<file path="src/rtl/program_store_pkg.sv">
// Shared definitions for the program store: state encoding, fill byte, fetch latency.
package program_store_pkg;

  typedef enum logic [1:0] {
    ST_IDLE = 2'd0,
    ST_LOAD = 2'd1,
    ST_RUN  = 2'd2
  } state_e;

  localparam logic [7:0] FILL_BYTE_DEF = 8'h00;
  localparam int         FETCH_LAT     = 1;

endpackage

</file>
<file path="src/rtl/program_store_prog_mem.sv">
// Program byte storage: one synchronous write port, one synchronous read port.
module program_store_prog_mem #(
  parameter int ADDR_W = 8
) (
  input  logic              clk,
  input  logic              we,
  input  logic [ADDR_W-1:0] waddr,
  input  logic [7:0]        wdata,
  input  logic              re,
  input  logic [ADDR_W-1:0] raddr,
  output logic [7:0]        rdata
);

  localparam int DEPTH = 2 ** ADDR_W;

  logic [7:0] mem_q [DEPTH];
  logic [7:0] rdata_q;

  always_ff @(posedge clk) begin
    if (we) mem_q[waddr] <= wdata;
    if (re) rdata_q <= mem_q[raddr];
  end

  assign rdata = rdata_q;

endmodule

</file>
<file path="src/rtl/program_store.sv">
// Instruction-memory responder: byte-stream loader, fetch responder and EOI counter
// in front of the on-chip program storage.
module program_store
  import program_store_pkg::*;
#(
  parameter int         ADDR_W    = 8,
  parameter logic [7:0] FILL_BYTE = FILL_BYTE_DEF
) (
  input  logic              clk,
  input  logic              reset,
  input  logic              load_start,
  input  logic              load_done,
  input  logic              load_valid,
  input  logic [7:0]        load_data,
  output logic              load_ready,
  input  logic [15:0]       program_addr,
  input  logic              rom_cs,
  input  logic              rom_rd,
  input  logic              eoi,
  output logic [7:0]        instruction,
  output logic              instr_valid,
  output logic [ADDR_W:0]   loaded_len,
  output logic [15:0]       instr_count,
  output logic              fetch_err,
  output logic [1:0]        state
);

  localparam int              DEPTH   = 2 ** ADDR_W;
  localparam logic [ADDR_W:0] DEPTH_V = (ADDR_W + 1)'(DEPTH);

  state_e            state_q, state_d;
  logic [ADDR_W:0]   wr_ptr_q, wr_ptr_d;
  logic              load_ready_q, load_ready_d;
  logic              pend_q, pend_d;
  logic              pend_in_range_q, pend_in_range_d;
  logic [7:0]        instruction_q, instruction_d;
  logic              instr_valid_q, instr_valid_d;
  logic [15:0]       instr_count_q, instr_count_d;
  logic              fetch_err_q, fetch_err_d;

  logic              fetch;
  logic              in_range;
  logic              mem_we;
  logic              mem_re;
  logic [7:0]        mem_rdata;

  program_store_prog_mem #(
    .ADDR_W (ADDR_W)
  ) u_prog_mem (
    .clk   (clk),
    .we    (mem_we),
    .waddr (wr_ptr_q[ADDR_W-1:0]),
    .wdata (load_data),
    .re    (mem_re),
    .raddr (program_addr[ADDR_W-1:0]),
    .rdata (mem_rdata)
  );

  always_comb begin
    state_d         = state_q;
    wr_ptr_d        = wr_ptr_q;
    instr_count_d   = instr_count_q;
    fetch_err_d     = fetch_err_q;
    instruction_d   = instruction_q;
    instr_valid_d   = 1'b0;
    mem_we          = 1'b0;

    // Full 16-bit compare so any non-zero upper address bit lands out of range.
    fetch    = rom_cs & rom_rd;
    in_range = program_addr < 16'(wr_ptr_q);

    // Fetch sample stage: read issued to storage, range decision carried along.
    mem_re          = fetch && (state_q == ST_RUN);
    pend_d          = mem_re;
    pend_in_range_d = in_range;
    if (fetch && ((state_q != ST_RUN) || !in_range)) fetch_err_d = 1'b1;

    // Response stage: storage data (or fill) presented with a one-cycle valid.
    if (pend_q) begin
      instruction_d = pend_in_range_q ? mem_rdata : FILL_BYTE;
      instr_valid_d = 1'b1;
    end

    // load_start has priority over everything, including a same-cycle load_done.
    if (load_start) begin
      state_d       = ST_LOAD;
      wr_ptr_d      = '0;
      instr_count_d = '0;
      fetch_err_d   = 1'b0;
    end else begin
      unique case (state_q)
        ST_LOAD: begin
          if (load_valid && load_ready_q) begin
            mem_we   = 1'b1;
            wr_ptr_d = wr_ptr_q + (ADDR_W + 1)'(1);
          end
          if (load_done) state_d = ST_RUN;
        end
        ST_RUN: begin
          if (eoi && (instr_count_q != 16'hFFFF)) instr_count_d = instr_count_q + 16'd1;
        end
        default: ;
      endcase
    end

    load_ready_d = (state_d == ST_LOAD) && (wr_ptr_d < DEPTH_V);
  end

  always_ff @(posedge clk) begin
    if (reset) begin
      state_q       <= ST_IDLE;
      wr_ptr_q      <= '0;
      load_ready_q  <= 1'b0;
      pend_q        <= 1'b0;
      instruction_q <= 8'h00;
      instr_valid_q <= 1'b0;
      instr_count_q <= 16'h0000;
      fetch_err_q   <= 1'b0;
    end else begin
      state_q       <= state_d;
      wr_ptr_q      <= wr_ptr_d;
      load_ready_q  <= load_ready_d;
      pend_q        <= pend_d;
      instruction_q <= instruction_d;
      instr_valid_q <= instr_valid_d;
      instr_count_q <= instr_count_d;
      fetch_err_q   <= fetch_err_d;
    end
    pend_in_range_q <= pend_in_range_d;
  end

  assign load_ready  = load_ready_q;
  assign instruction = instruction_q;
  assign instr_valid = instr_valid_q;
  assign loaded_len  = wr_ptr_q;
  assign instr_count = instr_count_q;
  assign fetch_err   = fetch_err_q;
  assign state       = state_q;

endmodule

</file>
<file path="config.mk">
export PLATFORM = sky130hd
export DESIGN_NAME = program_store
export DESIGN_NICKNAME = d
export VERILOG_FILES = /design/src/rtl/program_store_pkg.sv /design/src/rtl/program_store_prog_mem.sv /design/src/rtl/program_store.sv
export SDC_FILE = /design/constraint.sdc
export NUM_CORES = 2
export LEC_CHECK = 0
export CAP_MARGIN = 20
export CORE_MARGIN = 4
export CORE_UTILIZATION = 44
export DETAILED_ROUTE_END_ITERATION = 8
export SLEW_MARGIN = 20
export SYNTH_ARGS = -nofsm -noshare
export SYNTH_HDL_FRONTEND = slang
export SYNTH_HIERARCHICAL = 1
export SYNTH_SLANG_ARGS = --single-unit
</file>
<file path="constraint.sdc">
create_clock -name clk -period 3.6 [get_ports clk]
set_clock_uncertainty 0.15 [all_clocks]
set_input_delay 0.72 -clock clk [delete_from_list [all_inputs] [get_ports clk]]
set_output_delay 0.72 -clock clk [all_outputs]
set_load 0.05 [all_outputs]
</file>
Word level (Yosys, flattened, before mapping)
Memory sizes are Yosys's and may differ from the RTL's. A register that Yosys moved wholly into a read port is not among the register bits.
Cells that the tools add are included.
{ "word_totals": {"regBits": 40, "input_bits": 32, "mem_bits_rw": 2048, "mem_count": 1, "out_inout_bits": 38, "word_cells": 42} }
{ "memory_table": {"columns": ["memory", "depth", "word_bits", "rd", "rd_clocked_by_memory_dff", "wr", "line", "source"], "rows": [
  ["u_prog_mem.mem_q", 256, 8, 1, 1, 1, "program_store_prog_mem.sv:16", "logic [7:0] mem_q [DEPTH];"]
]} }
{ "classes": {"order_cmp": 2, "reduce_logical": 9, "n_eq_ne": 5, "add_sub_neg": 2, "bitwise_logic": 1, "n_mux": 13} }
{ "ops": {"columns": ["op", "n"], "rows": [
  ["9-bit two-way mux", 3],
  ["16-bit by 1-bit adder with 16-bit output (second input constant)", 1],
  ["16-bit by 9-bit < comparator with 1-bit output", 1],
  ["16-bit != test (second input constant)", 1],
  ["9-bit by 1-bit adder with 9-bit output (second input constant)", 1],
  ["9-bit < comparator (second input constant)", 1],
  ["8-bit two-way mux", 1],
  ["1-bit two-way mux", 6],
  ["2-bit two-way mux", 3],
  ["1-bit logical AND", 5],
  ["2-bit by 1-bit == test with 1-bit output (second input constant)", 2],
  ["2-bit == test (second input constant)", 1],
  ["2-bit != test (second input constant)", 1],
  ["2-bit AND reduction", 1],
  ["2-bit OR reduction", 1],
  ["1-bit AND", 1],
  ["1-bit zero test", 1],
  ["1-bit logical OR", 1]
]} }

Logic depth before layout (Yosys ltp)
{ "depth": {"depth_word": 6, "ltp_mapped": 11, "ltp_nobuf": 7} }

By module
The synthesis kept the hierarchy.
{ "by_module_without_submodules": {"columns": ["module", "instances", "area_each_um2", "cells_per_inst"], "rows": [
  ["program_store_prog_mem", 1, 79636.4, 3733],
  ["program_store", 1, 1959.4, 226]
]} }

Least setup slack after synthesis
OpenSTA, ideal clock, no wires.
{ "synth_path": {"path_kind": "register -> register", "startpoint": "reg state_q[0] (netlist: state[0])", "endpoint": "mem u_prog_mem.mem_q[234][0] (enable)", "synth_period_minus_slack_ns": 3.185, "setup_ns": 0.371, "arrival_ns": 2.664, "path_stages_with_launch": 9, "path_slack_ns": 0.415, "n_path_buf": 4, "required_time_ns": 3.079, "cell_sequence": "dfxtp_1 and4b_1 clkbuf_1 nor2b_1 clkbuf_1 buf_1 nand3_1 clkbuf_1 nor2_1"} }
{ "synth_between": {"elab_chain_len": 5} }
{ "synth_lines": {"columns": ["item", "line", "source"], "rows": [
  ["from (decl)", "program_store.sv:31", "state_e state_q, state_d;"],
  ["from (signal assigned)", "program_store.sv:120", "state_q <= state_d;"],
  ["2-bit by 1-bit == test with 1-bit output", "program_store.sv:91", "unique case (state_q)"],
  ["1-bit two-way mux", "program_store.sv:91", null],
  ["1-bit two-way mux", "program_store.sv:85", "if (load_start) begin"],
  ["named net mem_we", "program_store.sv:43", "logic mem_we;"],
  ["1-bit two-way mux", "program_store_prog_mem.sv:20", "if (we) mem_q[waddr] <= wdata;"],
  ["1-bit two-way mux (not written as such)", "program_store_prog_mem.sv:20", null],
  ["to (decl)", "program_store_prog_mem.sv:16", null]
]} }
The timed path passes the listed nets, and every way through them passes these cells.

Worst setup path in the final report
{ "layout_path": {"startpoint": "reg wr_ptr_q[0] (netlist: loaded_len[0])", "endpoint": "out loaded_len[0]"} }
{ "layout_lines": {"columns": ["item", "line", "source"], "rows": [
  ["from (decl)", "program_store.sv:32", "logic [ADDR_W:0] wr_ptr_q, wr_ptr_d;"],
  ["from (signal assigned)", "program_store.sv:121", "wr_ptr_q <= wr_ptr_d;"],
  ["to (decl)", "program_store.sv:22", "output logic [ADDR_W:0] loaded_len,"]
]} }
No word-level cell between the ends.

==> results.sh <==
export IMPL_worst_ep_arrival_time_ns=2.62
export IMPL_worst_slew_margin_rel_pct=27.8
export IMPL_drv_slew=0
export IMPL_synth_top_family_by_area="multiplexers"
export IMPL_wl_mm=212
export IMPL_grt_start_max_net_pins=116
export IMPL_drive_gt1_share_pct=29.9
export IMPL_yosys_area_share_xor_xnor_pct=0.204
export IMPL_slowest_delay_ns=0.97
export IMPL_dp_cells=6898
export IMPL_busiest_layer="met2"
export IMPL_gp_congestion=0.869
export IMPL_netlist_area_leader_share_pct=75.7
export IMPL_finalHoldViolCount=0
export IMPL_grt_util_met2_pct=34.8
export IMPL_critPathBufInv=1
export IMPL_clkSlewWorstSetupHoldPaths_ns=0.06
export IMPL_grt_pass1_wl_mm=308
export IMPL_min_period_over_period_pct=96.8
export IMPL_cts_sinks=2096
export IMPL_cts_hold_fix_buffers=0
export IMPL_vias_per_cell=5.82
export IMPL_dr_pass1_iters=5
export IMPL_syn_cell_area_um2=81600
export IMPL_synth_area_per_cell_um2=20.6
export IMPL_worstHoldPathType="in -> reg"
export IMPL_cp_max_fo=15
export IMPL_cp_cell_sequence="clkdlybuf4s50_1"
export IMPL_syn_num_nets=4001
export IMPL_syn_inst=3959
export IMPL_p_sw_share_pct=21.1
export IMPL_first_global_vias=42500
export IMPL_clock_fmax_mhz=287
export IMPL_muxShareOfSynthArea_pct=14.3
export IMPL_synth_area_leaders="edfxtp_1 76%, mux4_2 13%, mux2i_1 1.7%"
export IMPL_die_area_um2=192000
export IMPL_seq_power_share_pct=52.9
export IMPL_yosysSeqAreaShare_pct=76.6
export IMPL_syn_to_final_growth_pct=18.0
export IMPL_pwr_share_comb_pct=4.9
export IMPL_hold_ws_ns=0.217
export IMPL_cts_tree="done"
export IMPL_cts_resized=0
export IMPL_synthTopCellsByCount="2056 x edfxtp_1, 454 x mux4_2, 321 x nor2_1"
export IMPL_cp_start_kind="flip-flop"
export IMPL_cap_violations=0
export IMPL_clk_path_buf_depth=3
export IMPL_critPathTopFamily="buffers and inverters"
export IMPL_post_cts_setup_buffers=0
export IMPL_use_met1_pct=31.8
export IMPL_cellPowerDensity_nw_per_um2=526
export IMPL_synth_flop_cell="edfxtp_1"
export IMPL_cts_htree_levels=4
export IMPL_period_minus_slack_ns=3.49
export IMPL_synth_adder_area_share_pct=0.153
export IMPL_yosysTopAreaCell="edfxtp_1"
export IMPL_critPathKind="reg -> out"
export IMPL_synth_compound_area_share_pct=3.58
export IMPL_synth_warnings=6
export IMPL_p_int_w=0.0399
export IMPL_antenna_found_initial=8
export IMPL_rsz0062_at_grt="false"
export IMPL_io_pins=70
export IMPL_ant_nets=0
export IMPL_track_usage_pct=22.0
export IMPL_worst_slew_pin_slew_ns=1.07
export IMPL_port_buffers=69
export IMPL_synth_seq_cells=2096
export IMPL_grt_ovfl_total=0
export IMPL_drt_first_iter_violations=5160
export IMPL_outcome="finished, final reports clean"
export IMPL_worstPathRequired_ns=2.73
export IMPL_power_switching_w=0.0107
export IMPL_ir_worst_vdd_mv=0.487
export IMPL_die_height_um=439
export IMPL_rows=157
export IMPL_drcViolationCount=0
export IMPL_pwr_share_clk_pct=42.2
export IMPL_ys_types=69
export IMPL_place_hpwl_mm=138
export IMPL_drt_wirelength_per_cell_um=29.1
export IMPL_insertion_delay_ns=0.82
export IMPL_setup_viol=0
export IMPL_synth_edf_count=2056
export IMPL_initial_core_util_pct=44.4
export IMPL_cts_buffers=209
export IMPL_critical_path_slowest_cell="clkdlybuf4s50_1"
export IMPL_die_width_um=439
export IMPL_vias=42400
export IMPL_core_um2=184000
export IMPL_final_nets=4687
export IMPL_yosysMostFrequentCell="edfxtp_1"
export IMPL_worstSetupEndpointType="output pin"
export IMPL_p_leak_nw=31.0
export IMPL_grt_met3_usage_pct=3.60
export IMPL_final_instance_count_excl_fill=7280
export IMPL_cts_root_buf="clkbuf_16"
export IMPL_postSynth_asyncResetShare_pct=0
export IMPL_synth_simple_area_share_pct=3.28
==> layer usage <==
| layer | part of all wire (%) | up-vias |
|---|---|---|
| li1 | - | 17900 |
| met4 | 3.0 | 4 |
| met1 | 42 | 22400 |
| met3 | 7.2 | 327 |
| met2 | 48 | 1711 |
| met5 | 0.012 | - |
==> kinds of logic (layout without fill, tap and decap cells) <==
| logic type | count (synthesis) | count (layout) |
|---|---|---|
| AOI/OAI and AO/OA | 419 | 419 |
| xor gates and xnor gates | 19 | 19 |
| adders and majority gates | 10 | 10 |
| buffers and inverters | 254 | 1109 |
| DFF | 2096 | 2096 |
| muxes | 592 | 592 |
| other | 0 | 2 |
| and+or+nand+nor | 569 | 569 |
==> cell usage in the layout, fill, tap and decap left out, types with 17 or more instances in the layout <==
master / count
a21oi_1: 115
buf_4: 592
a211oi_1: 17
a22oi_1: 133
buf_12: 56
o221ai_1: 46
clkdlybuf4s50_1: 55
nand3_1: 38
nor4_1: 25
clkbuf_1: 36
nand2_1: 44
mux2i_1: 135
o22ai_1: 29
clkinv_2: 35
clkbuf_16: 213
xnor2_1: 19
nor3_1: 30
nor2b_1: 39
mux4_2: 454
clkinv_1: 52
nor2_1: 318
dfxtp_1: 40
edfxtp_1: 2056
bufinv_16: 18
==> stage by stage <==
step / setup TNS [ns] / power, W / utilization, % / setup WS (ns) / area [um^2]
final: 0 / 0.0506 / 52.4 / 0.113 / 96300
after global routing: 0 / 0.0522 / 52.4 / 0.0209 / 96300
after CTS: 0 / 0.0510 / 52.4 / 0.0799 / 96300
after detailed placement: -3.67 / 0.0298 / 48.7 / -0.588 / 89500
after global placement: -4.30 / 0.0298 / 48.7 / -0.875 / 89500
after floorplan: 0 / 0.0285 / - / 0.415 / 81600
==> flip-flops by register name, summed over array words and instances (netlist names), 2 cells and up <==
register	cells
state	2
instruction	8
u_prog_mem/rdata	8
loaded_len	9
instr_count	16
u_prog_mem/mem_q	2048
==> power groups by stage <==
stage	Sequential (W)	Clock (W)	Combinational, W
2_1_floorplan	0.0273	0	0.00122
6_report	0.0268	0.0213	0.00249
5_1_grt	0.0268	0.0228	0.00264
3_3_place_gp	0.0273	0	0.00248
4_1_cts	0.0268	0.0217	0.00252
3_5_place_dp	0.0273	0	0.00252
==> cell type report <==
cell class | instances | area (um^2)
fill | 14500 | 87400
sequential | 2096 | 62500
multi-input combinational | 1609 | 17600
timing repair buffer | 715 | 6280
clock buffer | 253 | 5520
tap | 2464 | 3080
clock inverter | 127 | 1210
inverter | 14 | 52.6
antenna | 2 | 5.00
==> final timing paths <==
kind	startpoint	endpoint	slack [ns]	cells after the start
hold reg to reg	u_prog_mem/rdata[1]$_DFFE_PP_	instruction[1]$_SDFFE_PP0P_	0.34	2
setup / recovery	loaded_len[0]$_SDFFE_PP0P_	loaded_len[0]	0.11	1
setup reg to reg	u_prog_mem/mem_q[80][5]$_DFFE_PP_	u_prog_mem/rdata[5]$_DFFE_PP_	0.50	7
hold / removal	load_data[2]	u_prog_mem/mem_q[69][2]$_DFFE_PP_	0.22	1
(Power assumes the default switching activity.)
